### config.mk
export PLATFORM = sky130hd
export DESIGN_NAME = read_source_arbiter
export DESIGN_NICKNAME = d
export VERILOG_FILES = /design/src/rtl/read_arb_pkg.sv /design/src/rtl/read_source_arbiter_sync2.sv /design/src/rtl/read_source_arbiter.sv
export SDC_FILE = /design/constraint.sdc
export NUM_CORES = 1
export LEC_CHECK = 0
export BUFFER_PORTS_ARGS = -buffer_cell sky130_fd_sc_hd__buf_4
export CAP_MARGIN = 20
export CORE_ASPECT_RATIO = 1.1
export CORE_UTILIZATION = 46
export DETAILED_ROUTE_END_ITERATION = 8
export GPL_TIMING_DRIVEN = 0
export PLACE_DENSITY = 0.71
export SKIP_CTS_REPAIR_TIMING = 1
export SLEW_MARGIN = 25
export SYNTH_ARGS = -nofsm -noshare
export SYNTH_HDL_FRONTEND = slang
export SYNTH_SLANG_ARGS = --single-unit
### constraint.sdc
create_clock -name iCLK -period 2 [get_ports iCLK]
set_clock_uncertainty 0.1 [all_clocks]
set_input_delay 0.1 -clock iCLK [delete_from_list [all_inputs] [get_ports iCLK]]
set_output_delay 0.1 -clock iCLK [all_outputs]
set_load 0.1 [all_outputs]
### src/rtl/read_arb_pkg.sv
// Shared definitions for the SDRAM read-source arbiter.
//   arb_state_e      : arbiter FSM states
//   FRAME_PIXELS_DEF : default pixels per frame (320x240)
//   PIX_W            : width of the per-frame pixel counter
//   DATA_W           : width of a pixel word from the read FIFO
package read_arb_pkg;

  localparam int FRAME_PIXELS_DEF = 76800;
  localparam int PIX_W            = 17;
  localparam int DATA_W           = 16;

  typedef enum logic [2:0] {
    ST_LOAD,
    ST_VGA,
    ST_H_IDLE,
    ST_H_RD,
    ST_H_CAP,
    ST_H_ACK
  } arb_state_e;

endpackage

### src/rtl/read_source_arbiter_sync2.sv
// Two-flop synchronizer for a single asynchronous control bit.
// Ports:
//   clk   : destination clock
//   rst_n : asynchronous active-low reset, output and stage flop clear to 0
//   d     : asynchronous input
//   q     : synchronized output, two clock edges behind d
module arb_sync2 (
  input  logic clk,
  input  logic rst_n,
  input  logic d,
  output logic q
);

  logic meta;

  always_ff @(posedge clk or negedge rst_n) begin
    if (!rst_n) begin
      meta <= 1'b0;
      q    <= 1'b0;
    end else begin
      meta <= d;
      q    <= meta;
    end
  end

endmodule

### src/rtl/read_source_arbiter.sv
// Arbitrates the SDRAM read FIFO between the VGA scan-out and the HPS.
// The VGA owner streams pixels with zero-latency strobes; the HPS owner
// fetches one pixel per level handshake. Ownership only changes through a
// LOAD phase that rewinds the read FIFO to the frame start.
//
// Optional feature: define READ_ARB_FRAME_CNT_EN to add oFRAME_CNT, a
// 16-bit count of frame ends since the last LOAD.
//
// Ports:
//   iCLK       : sole clock, rising edge
//   iRST_N     : asynchronous active-low reset
//   iSRC_SEL   : requested owner, 0 = VGA, 1 = HPS (asynchronous)
//   iVGA_REQ   : per-pixel read request from the VGA controller
//   iHPS_REQ   : HPS level handshake request (asynchronous)
//   iRD_DATA   : read-FIFO data, valid the cycle after a strobe
//   oRD        : read-FIFO read strobe
//   oRD_LOAD   : read-FIFO address reload to frame start
//   oHPS_DATA  : pixel captured for the HPS
//   oHPS_ACK   : HPS handshake acknowledge
//   oGRANT     : current owner, 0 = VGA, 1 = HPS
//   oPIX_CNT   : pixels read in the current frame
//   oFRAME_CNT : frame ends since last LOAD (READ_ARB_FRAME_CNT_EN only)
module read_source_arbiter
  import read_arb_pkg::*;
#(
  parameter int FRAME_PIXELS = FRAME_PIXELS_DEF,
  parameter int LOAD_CYCLES  = 4
) (
  input  logic              iCLK,
  input  logic              iRST_N,
  input  logic              iSRC_SEL,
  input  logic              iVGA_REQ,
  input  logic              iHPS_REQ,
  input  logic [DATA_W-1:0] iRD_DATA,
  output logic              oRD,
  output logic              oRD_LOAD,
  output logic [DATA_W-1:0] oHPS_DATA,
  output logic              oHPS_ACK,
  output logic              oGRANT,
  output logic [PIX_W-1:0]  oPIX_CNT
`ifdef READ_ARB_FRAME_CNT_EN
  ,
  output logic [15:0]       oFRAME_CNT
`endif
);

  localparam int LCNT_W = (LOAD_CYCLES > 1) ? $clog2(LOAD_CYCLES) : 1;

  arb_state_e        state;
  arb_state_e        state_nxt;
  logic [LCNT_W-1:0] load_cnt;
  logic [PIX_W-1:0]  pix_cnt;
  logic [DATA_W-1:0] hps_data;
  logic              grant;
  logic              src_s;
  logic              req_s;
  logic              rd;
  logic              load_out;
  logic              ack;
  logic              load_last;
  logic              last_pix;

  function automatic logic [PIX_W-1:0] next_pix(input logic [PIX_W-1:0] p);
    return (p == PIX_W'(FRAME_PIXELS - 1)) ? '0 : p + 1'b1;
  endfunction

  arb_sync2 u_sync_src (
    .clk   (iCLK),
    .rst_n (iRST_N),
    .d     (iSRC_SEL),
    .q     (src_s)
  );

  arb_sync2 u_sync_req (
    .clk   (iCLK),
    .rst_n (iRST_N),
    .d     (iHPS_REQ),
    .q     (req_s)
  );

  assign load_last = (load_cnt == LCNT_W'(LOAD_CYCLES - 1));
  assign last_pix  = (pix_cnt == PIX_W'(FRAME_PIXELS - 1));

  always_comb begin
    state_nxt = state;
    rd        = 1'b0;
    load_out  = 1'b0;
    ack       = 1'b0;
    case (state)
      ST_LOAD: begin
        load_out = 1'b1;
        if (load_last) state_nxt = src_s ? ST_H_IDLE : ST_VGA;
      end
      ST_VGA: begin
        rd = iVGA_REQ;
        // An ownership request is only honoured on the read that ends the frame.
        if (iVGA_REQ && last_pix && src_s) state_nxt = ST_LOAD;
      end
      ST_H_IDLE: begin
        if (!src_s)     state_nxt = ST_LOAD;
        else if (req_s) state_nxt = ST_H_RD;
      end
      ST_H_RD: begin
        rd        = 1'b1;
        state_nxt = ST_H_CAP;
      end
      ST_H_CAP: begin
        state_nxt = ST_H_ACK;
      end
      ST_H_ACK: begin
        ack = 1'b1;
        if (!req_s) state_nxt = ST_H_IDLE;
      end
      default: begin
        state_nxt = ST_LOAD;
      end
    endcase
  end

  always_ff @(posedge iCLK or negedge iRST_N) begin
    if (!iRST_N) begin
      state    <= ST_LOAD;
      load_cnt <= '0;
      grant    <= 1'b0;
      pix_cnt  <= '0;
      hps_data <= '0;
    end else begin
      state    <= state_nxt;
      load_cnt <= (state == ST_LOAD && !load_last) ? load_cnt + 1'b1 : '0;
      if (state == ST_LOAD && load_last) grant <= src_s;
      // Clearing on entry keeps the count at zero for the whole LOAD phase.
      if (state_nxt == ST_LOAD) pix_cnt <= '0;
      else if (rd)              pix_cnt <= next_pix(pix_cnt);
      if (state == ST_H_CAP) hps_data <= iRD_DATA;
    end
  end

`ifdef READ_ARB_FRAME_CNT_EN
  logic [15:0] frame_cnt;

  always_ff @(posedge iCLK or negedge iRST_N) begin
    if (!iRST_N)                frame_cnt <= '0;
    else if (state_nxt == ST_LOAD) frame_cnt <= '0;
    else if (rd && last_pix)    frame_cnt <= frame_cnt + 1'b1;
  end

  assign oFRAME_CNT = frame_cnt;
`endif

  // The FSM rests in LOAD while reset is held, but the reload must stay quiet.
  assign oRD_LOAD  = load_out & iRST_N;
  assign oRD       = rd;
  assign oHPS_ACK  = ack;
  assign oGRANT    = grant;
  assign oHPS_DATA = hps_data;
  assign oPIX_CNT  = pix_cnt;

endmodule

==> results.cfg, run 1 <==
[synthesis]
yosys.area_share.simple_pct = 22.7
synth-xor-area-share_pct = 2.14
synth_compound_area_share_pct = 9.54
synth_seq_cells = 43
synth_area_per_cell_sq_um = 11.4
yosysTopAreaCellShare_pct = 52.6
ys_seq_area_share_pct = 52.6
synth_edf_count = 0
ys_types = 48
ys.flop_type = dfrtp_1
synth_top_area_cell = dfrtp_1
synth_area_sq_mm = 0.00205
synth_area_leaders = dfrtp_1 53%, mux2_2 9.4%, nand2_1 2.9%, a21oi_1 2.2%, xor2_1 2.1%
syn-instance-count = 179
synthAdderAreaFrac_pct = 1.22
yosys_warnings = 0
syn-num-nets = 202
yosysMostFrequentCell = dfrtp_1
synthMuxAreaShare_pct = 9.36
synth_top_family_by_area = simple AND/OR/NAND/NOR gates
synth_common_cells = 43 x dfrtp_1, 17 x mux2_2, 16 x nand2_1, 11 x nor2_1, 9 x a21oi_1
async_flop_share_pct = 100

[worst_setup_path]
required_ns = 2.09
r2r_cells = 7
cp_data_arrival_time_ns = 2.00
crit_path_max_fanout = 7
crit_type = flop to flop
cp-end-kind = flop
timing.rr.end = oPIX_CNT[16]$_DFFE_PN0P_
crit_path_start_kind = flop
rrSetupSlack_ns = 0.09
timing.rr.start = oPIX_CNT[0]$_DFFE_PN0P_

[clocking]
htreeDepth = 2
cts-root-buf = clkbuf_8
clk_pin_slew_ns = 0.08
clock_latency_ns = 0.29
clock_sinks = 43
clockBufferDepth = 2
numCtsBuffers = 5
cts_tree = yes

[timing]
tns_ns = 0
setup_ws_ns = 0.0868
min_period_ns = 1.91
drv_slew = 0
hold_violations = 0
rsz0062_at_grt = no
fin_crit_sh_pct = 95.7
relSlewSlack_pct = 62.5
tightest_slew_ns = 0.563
setup_viol = 0
clock.fmax_ghz = 0.523

[placement]
port_buffers = 57
gp_congestion = 0.760
dp_hpwl_mm = 2.98
placed_cell_area_sq_mm = 0.00262
preCtsSetupSlack_ns = -0.110

[final_layout]
antenna_cells = 0
final_core_util_pct = 68.5
n_fill_cell = 328
layout-drive-gt1-share_pct = 47.7
syn_to_final_growth_pct = 43.4
design_area_sq_mm = 0.00293
fin_nets = 286

[floorplanning]
chipWidth_um = 65.6
fp-row-count = 25
die_area_sq_mm = 0.00472
ioPinCount = 58
core_area_sq_mm = 0.00429
start_util_pct = 47.7
die_h_um = 71.9

[power_and_ir_drop]
ir_drop_uv = 460
fin_total_pwr_mw = 2.43
p_per_area_mw_per_mm2 = 829
power_leakage_nw = 1.35

[global_route]
grt_max_degree = 45
track_usage_pct = 18.7
grt_pass1_wl_mm = 6.76
grt-ovfl-total = 0
grt_pass1_vias = 1541
antenna_found_initial = 0

[route]
drt-initial-drc-count = 77
first_pass_iters = 4
via_per_inst = 5.30
vias = 1686
drtAntennaViolNets = 0
wl_per_cell_um = 14.2
drc_errors = 0
wl_mm = 4.51

[worst_hold_path]
hold_class = input pin to flop
holdPathEnd = oPIX_CNT[16]$_DFFE_PN0P_
min-delay-start = iVGA_REQ
holdPathStages = 4

[status]
status = finished clean

[flow_run]
max_cap_viol_count = 0
[metal layers]
metal  track usage (%)  up-vias  part of all wire (%)
met5                 0        -                     0
met3              6.29        4                   6.2
met4              6.04        0                   1.1
met1              22.8      812                    43
li1                  -      817                     -
met2              30.9       53                    50
[registers in the layout, indices dropped and copies added, names as in the netlist]
signal / flops
u_sync_src.meta: 1
u_sync_req.q: 1
oPIX_CNT: 17
load_cnt: 2
state: 3
oGRANT: 1
u_sync_src.q: 1
u_sync_req.meta: 1
oHPS_DATA: 16
[power breakdown]
part           leakage, nW  switching, mW  internal, mW
clock network       0.0515          0.290         0.316
registers            0.534         0.0934         0.965
logic                0.769          0.563         0.206
total                 1.35          0.947          1.49
[cell type report]
cell class | instances | area (sq um) | area share (%)
Sequential cell | 43 | 1120 | 38.3
Multi-Input combinational cell | 128 | 962 | 32.8
Buffer | 6 | 42.5 | 1.45
Clock buffer | 8 | 100 | 3.41
Timing Repair Buffer | 77 | 629 | 21.4
Inverter | 2 | 10.0 | 0.341
Tap cell | 54 | 67.6 | 2.30
[critical path, stage by stage, from the launching register on]
cell and delay [ns]:
dfrtp_4 0.52, ha_4 0.21, nand4bb_1 0.12, nor2_2 0.08
a2111oi_4 0.36, nor3_4 0.09, buf_6 0.15, a311oi_1 0.19
[placed cells by master (no fill, tap or decap), types with 5 or more instances in the layout]
master / instances
buf_4: 60
nor3_1: 5
dfrtp_1: 26
dfrtp_2: 7
nand3_1: 8
dfrtp_4: 10
mux2_2: 17
clkbuf_8: 7
dlygate4sd3_1: 19
a21oi_1: 9
nand2_1: 16
xor2_1: 5
nor2_1: 8
[cells by family (layout without fill, tap and decap cells)]
family / after synthesis / count (layout)
buffers and inverters: 8 / 93
DFF: 43 / 43
and+or+nand+nor: 76 / 76
AOI/OAI and AO/OA: 28 / 28
adders and majority gates: 2 / 2
xor gates and xnor gates: 5 / 5
muxes: 17 / 17
[worst max path at each step]
stage / startpoint / to / depth (start not counted)
after global placement: state[1]$_DFF_PN0_ / oHPS_DATA[8]$_DFFE_PN0P_ / 5
after CTS: state[1]$_DFF_PN0_ / oHPS_DATA[6]$_DFFE_PN0P_ / 5
after floorplan: oPIX_CNT[0]$_DFFE_PN0P_ / oPIX_CNT[9]$_DFFE_PN0P_ / 7
final: oPIX_CNT[0]$_DFFE_PN0P_ / oPIX_CNT[16]$_DFFE_PN0P_ / 7
after detailed placement: state[1]$_DFF_PN0_ / oHPS_DATA[6]$_DFFE_PN0P_ / 5
after global routing: oPIX_CNT[0]$_DFFE_PN0P_ / oPIX_CNT[16]$_DFFE_PN0P_ / 7
[stage by stage]
step / cells / hold WS, ns
floorplan: 179 / -0.296
global placement: 290 / 0.0318
detailed placement: 290 / 0.0293
CTS: 298 / -0.291
global route: 318 / 0.182
finish: 318 / 0.172
No activity file was read; power rests on OpenSTA's default activity.
==> run 2, diff against run 1 <==
Settings changed: CORE_MARGIN set to 3.
==> run 2 against run 1 <==
Critical path depth stayed put; global-route usage shrank 0.99 points; combinational power grew 0.7%; fmax is 0.34% higher; worst hold slack improved by 0.0095 ns; register-to-register slack is essentially flat; via count is 1.3% higher; core utilization increased by 2.7 points; critical endpoint unchanged.
==> results.cfg, run 2 (synthesized netlist as in run 1, its figures left out) <==
[route]
dr.max_layer_used = met4
first_pass_iters = 6
drt-initial-drc-count = 94
wl_mm = 4.71
wl_met2_mm = 2.41
drtAntennaViolNets = 0
vias = 1708
drc_errors = 0
dr_wl_met3_um = 311
via_per_inst = 5.39
wl_met1_mm = 1.95
wl_per_cell_um = 14.9

[floorplanning]
die_area_sq_mm = 0.00528
fp-row-count = 24
ioPinCount = 58
core_area_sq_mm = 0.00411
die_h_um = 75.9
chipWidth_um = 69.6
start_util_pct = 49.7

[final_layout]
final_common_cell = buf_4
largest_reg_flops = 17
final_cell_mix = 62 x buf_4, 26 x dfrtp_1, 19 x dlygate4sd3_1
layoutNonFillerInstCount = 317
layout-drive-gt1-share_pct = 48.7
fin_nets = 287
syn_to_final_growth_pct = 43.1
final_core_util_pct = 71.2
antenna_cells = 0
design_area_sq_mm = 0.00293

[global_route]
antenna_found_initial = 0
grt_pass1_vias = 1672
grt_pass1_wl_mm = 7.65
track_usage_pct = 17.7
grt-ovfl-total = 0
grt_max_degree = 45

[placement]
placed_cell_area_sq_mm = 0.00262
dp.cells = 288
preCtsSetupSlack_ns = -0.0653
port_buffers = 57
dp_hpwl_mm = 3.24
gp_congestion = 0.808

[worst_setup_path]
path_cells = ha_4 -> nand4bb_1 -> nor2_2 -> a2111oi_4 -> nor3_4 -> buf_4 -> a311oi_2
cpPeakStageDelay_ns = 0.52
cp_data_arrival_time_ns = 2.00
crit_path_start_kind = flop
crit_type = flop to flop
path_buf_inv = 1
cp_top_family = compound AO/OA/AOI/OAI gates
cp-end-kind = flop
crit_path_max_fanout = 7
crit_slowest_cell = dfrtp_4
required_ns = 2.10

[timing]
relSlewSlack_pct = 64.0
hold_violations = 0
tightest_slew_ns = 0.539
drv_slew = 0
clock.fmax_ghz = 0.524
setup_viol = 0
min_period_ns = 1.91
hold_ws_ns = 0.181
setup_ws_ns = 0.0932
fin_crit_sh_pct = 95.3

[clocking]
clk_pin_slew_ns = 0.08
cts_tree = yes
clockBufferDepth = 2
cts-root-buf = clkbuf_8
clock_latency_ns = 0.29
clock_sinks = 43
htreeDepth = 2
numCtsBuffers = 5

[worst_hold_path]
hold_class = input pin to flop

[power_and_ir_drop]
p_per_area_mw_per_mm2 = 809
power_leakage_nw = 1.35
ir_drop_uv = 458

[status]
status = finished clean

[flow_run]
max_cap_viol_count = 0
[run 2: worst min-delay path, cell delays in order]
cell and delay, ns:
buf_4 0.10, o21ai_4 0.10, inv_4 0.13, a311oi_2 0.11
[run 2: stage by stage]
step	power, mW	TNS, ns
after CTS	2.36	-1.12
after floorplan	1.63	0
final	2.37	0
after global placement	1.81	-0.243
after detailed placement	1.83	-1.13
after global routing	2.48	-0.00554
[run 2: cell type report]
| class | instances | area, sq um |
|---|---|---|
| Inverter | 2 | 10.0 |
| Fill cell | 291 | 1190 |
| Tap cell | 52 | 65.1 |
| Timing Repair Buffer | 78 | 633 |
| Multi-Input combinational cell | 128 | 970 |
| Clock inverter | 2 | 12.5 |
| Clock buffer | 6 | 72.6 |
| Buffer | 6 | 42.5 |
| Sequential cell | 43 | 1120 |
[run 2: path summary, 6_finish.rpt]
| path | slack, ns | start | depth (start not counted) | to |
|---|---|---|---|---|
| setup reg to reg | 0.09 | oPIX_CNT[0]$_DFFE_PN0P_ | 7 | oPIX_CNT[16]$_DFFE_PN0P_ |
| min in group asynchronous | 0.23 | iRST_N | 2 | oPIX_CNT[2]$_DFFE_PN0P_ |
| hold / removal | 0.18 | iVGA_REQ | 4 | oPIX_CNT[16]$_DFFE_PN0P_ |
| max in group asynchronous | 1.15 | iRST_N | 2 | oPIX_CNT[0]$_DFFE_PN0P_ |
| setup / recovery | 0.09 | oPIX_CNT[0]$_DFFE_PN0P_ | 7 | oPIX_CNT[16]$_DFFE_PN0P_ |
| hold reg to reg | 0.25 | u_sync_req.meta$_DFF_PN0_ | 0 | u_sync_req.q$_DFF_PN0_ |
[run 2: report_power, final]
| part | internal [mW] | leakage, nW | switching, mW |
|---|---|---|---|
| combinational | 0.207 | 0.777 | 0.568 |
| sequential | 0.965 | 0.534 | 0.0978 |
| clock | 0.244 | 0.0412 | 0.289 |
[run 2: routing by layer]
metal / GRT usage, % / up-vias
met1: 20.5 / 816
met5: 0 / -
li1: - / 819
met4: 4.88 / 0
met3: 5.69 / 6
met2: 31.0 / 67
==> run 3, diff against run 2 <==
Settings changed: RECOVER_POWER set to 100.
==> run 3 against run 2 <==
Wire length shrank 0.21%; setup slack improved by 0.0027 ns; critical path depth did not move.
==> results.cfg, run 3 (synthesized netlist as in run 1, its figures left out) <==
[timing]
relSlewSlack_pct = 63.5
rsz0062_at_grt = no
min_period_ns = 1.90
hold_ws_ns = 0.180
setup_viol = 0
hold_violations = 0
clock.fmax_ghz = 0.525
drv_slew = 0
fin_crit_sh_pct = 95.2
tightest_slew_ns = 0.549

[final_layout]
largest_reg_flops = 17
final_core_util_pct = 68.7
final_cell_mix = 35 x clkbuf_2, 26 x dfrtp_1, 23 x buf_4
syn_to_final_growth_pct = 38.2
fin_nets = 287
n_fill_cell = 326
final_common_cell = clkbuf_2
layout-drive-gt1-share_pct = 47.9
antenna_cells = 0

[route]
drc_errors = 0
wl_mm = 4.70
wl_per_cell_um = 14.8
first_pass_iters = 5
vias = 1700
drtAntennaViolNets = 0
via_per_inst = 5.36
drt-initial-drc-count = 123

[worst_setup_path]
crit_path_max_fanout = 7
cp-end-kind = flop
path_buf_inv = 1
path_cells = ha_4 -> nand4bb_1 -> nor2_2 -> a2111oi_4 -> nor3_4 -> buf_4 -> a311oi_2
rrSetupSlack_ns = 0.1
crit_path_start_kind = flop
cpPeakStageDelay_ns = 0.52
crit_type = flop to flop
cp_top_family = compound AO/OA/AOI/OAI gates
crit_slowest_cell = dfrtp_4
required_ns = 2.10
cp_data_arrival_time_ns = 2.00

[floorplanning]
core_area_sq_mm = 0.00411
start_util_pct = 49.7
die_area_sq_mm = 0.00528
fp-row-count = 24
ioPinCount = 58
die_h_um = 75.9
chipWidth_um = 69.6

[clocking]
htreeDepth = 2
clock_sinks = 43
clock_latency_ns = 0.29
clockBufferDepth = 2
cts_tree = yes
numCtsBuffers = 5
cts-root-buf = clkbuf_8
clk_pin_slew_ns = 0.08

[status]
status = finished clean

[global_route]
antenna_found_initial = 0
grt_pass1_wl_mm = 7.65
track_usage_pct = 17.7
grt_pass1_vias = 1672
grt-ovfl-total = 0
grt_max_degree = 45

[worst_hold_path]
hold_class = input pin to flop

[placement]
dp_hpwl_mm = 3.24
port_buffers = 57
gp_congestion = 0.808

[flow_run]
max_cap_viol_count = 0

[power_and_ir_drop]
power_leakage_nw = 1.32
ir_drop_uv = 457
p_per_area_mw_per_mm2 = 824
run 3: cell type report:
| type | count | area [sq um] | share of cell area [%] |
|---|---|---|---|
| Timing Repair Buffer | 78 | 543 | 19.2 |
| Multi-Input combinational cell | 128 | 960 | 33.9 |
| Inverter | 2 | 10.0 | 0.354 |
| Clock inverter | 2 | 12.5 | 0.442 |
| Clock buffer | 6 | 72.6 | 2.57 |
| Sequential cell | 43 | 1120 | 39.7 |
| Tap cell | 52 | 65.1 | 2.30 |
| Buffer | 6 | 42.5 | 1.50 |
run 3: worst min-delay path, delay by kind of cell:
family,cells,cell delay [ns]
buffers and inverters,2,0.23
AO/OA/AOI/OAI,2,0.20
run 3: through the flow:
stage / total power, mW / setup TNS [ns] / setup slack (ns) / instances / instance area (sq um)
5_1_grt: 2.45 / 0 / 0.00165 / 317 / 2830
2_1_floorplan: 1.63 / 0 / 0.0327 / 179 / 2120
4_1_cts: 2.36 / -1.12 / -0.0739 / 296 / 2700
3_3_place_gp: 1.81 / -0.243 / -0.0219 / 288 / 2620
6_report: 2.33 / 0 / 0.0959 / 317 / 2830
3_5_place_dp: 1.83 / -1.13 / -0.0653 / 288 / 2620
run 3: power by group:
group	switching [mW]	internal (mW)
clock network	0.288	0.244
registers	0.0960	0.965
logic	0.567	0.171
run 3: worst paths after layout:
kind                                            from                       end  cells past startpoint
max reg2reg                  oPIX_CNT[0]$_DFFE_PN0P_  oPIX_CNT[16]$_DFFE_PN0P_                      7
min reg2reg                u_sync_req.meta$_DFF_PN0_    u_sync_req.q$_DFF_PN0_                      0
max in group asynchronous                     iRST_N   oPIX_CNT[0]$_DFFE_PN0P_                      2
max                          oPIX_CNT[0]$_DFFE_PN0P_  oPIX_CNT[16]$_DFFE_PN0P_                      7
min in group asynchronous                     iRST_N   oPIX_CNT[2]$_DFFE_PN0P_                      2
min                                         iVGA_REQ  oPIX_CNT[16]$_DFFE_PN0P_                      4
run 3: metal layers:
metal / wire length, um / GRT usage, % / share of wire (%) / vias up
li1: - / - / - / 819
met1: 1930 / 20.5 / 41 / 812
met2: 2420 / 31.0 / 52 / 65
met3: 305 / 5.69 / 6.5 / 4
met4: 38 / 4.88 / 0.81 / 0
met5: 0 / 0 / 0 / -
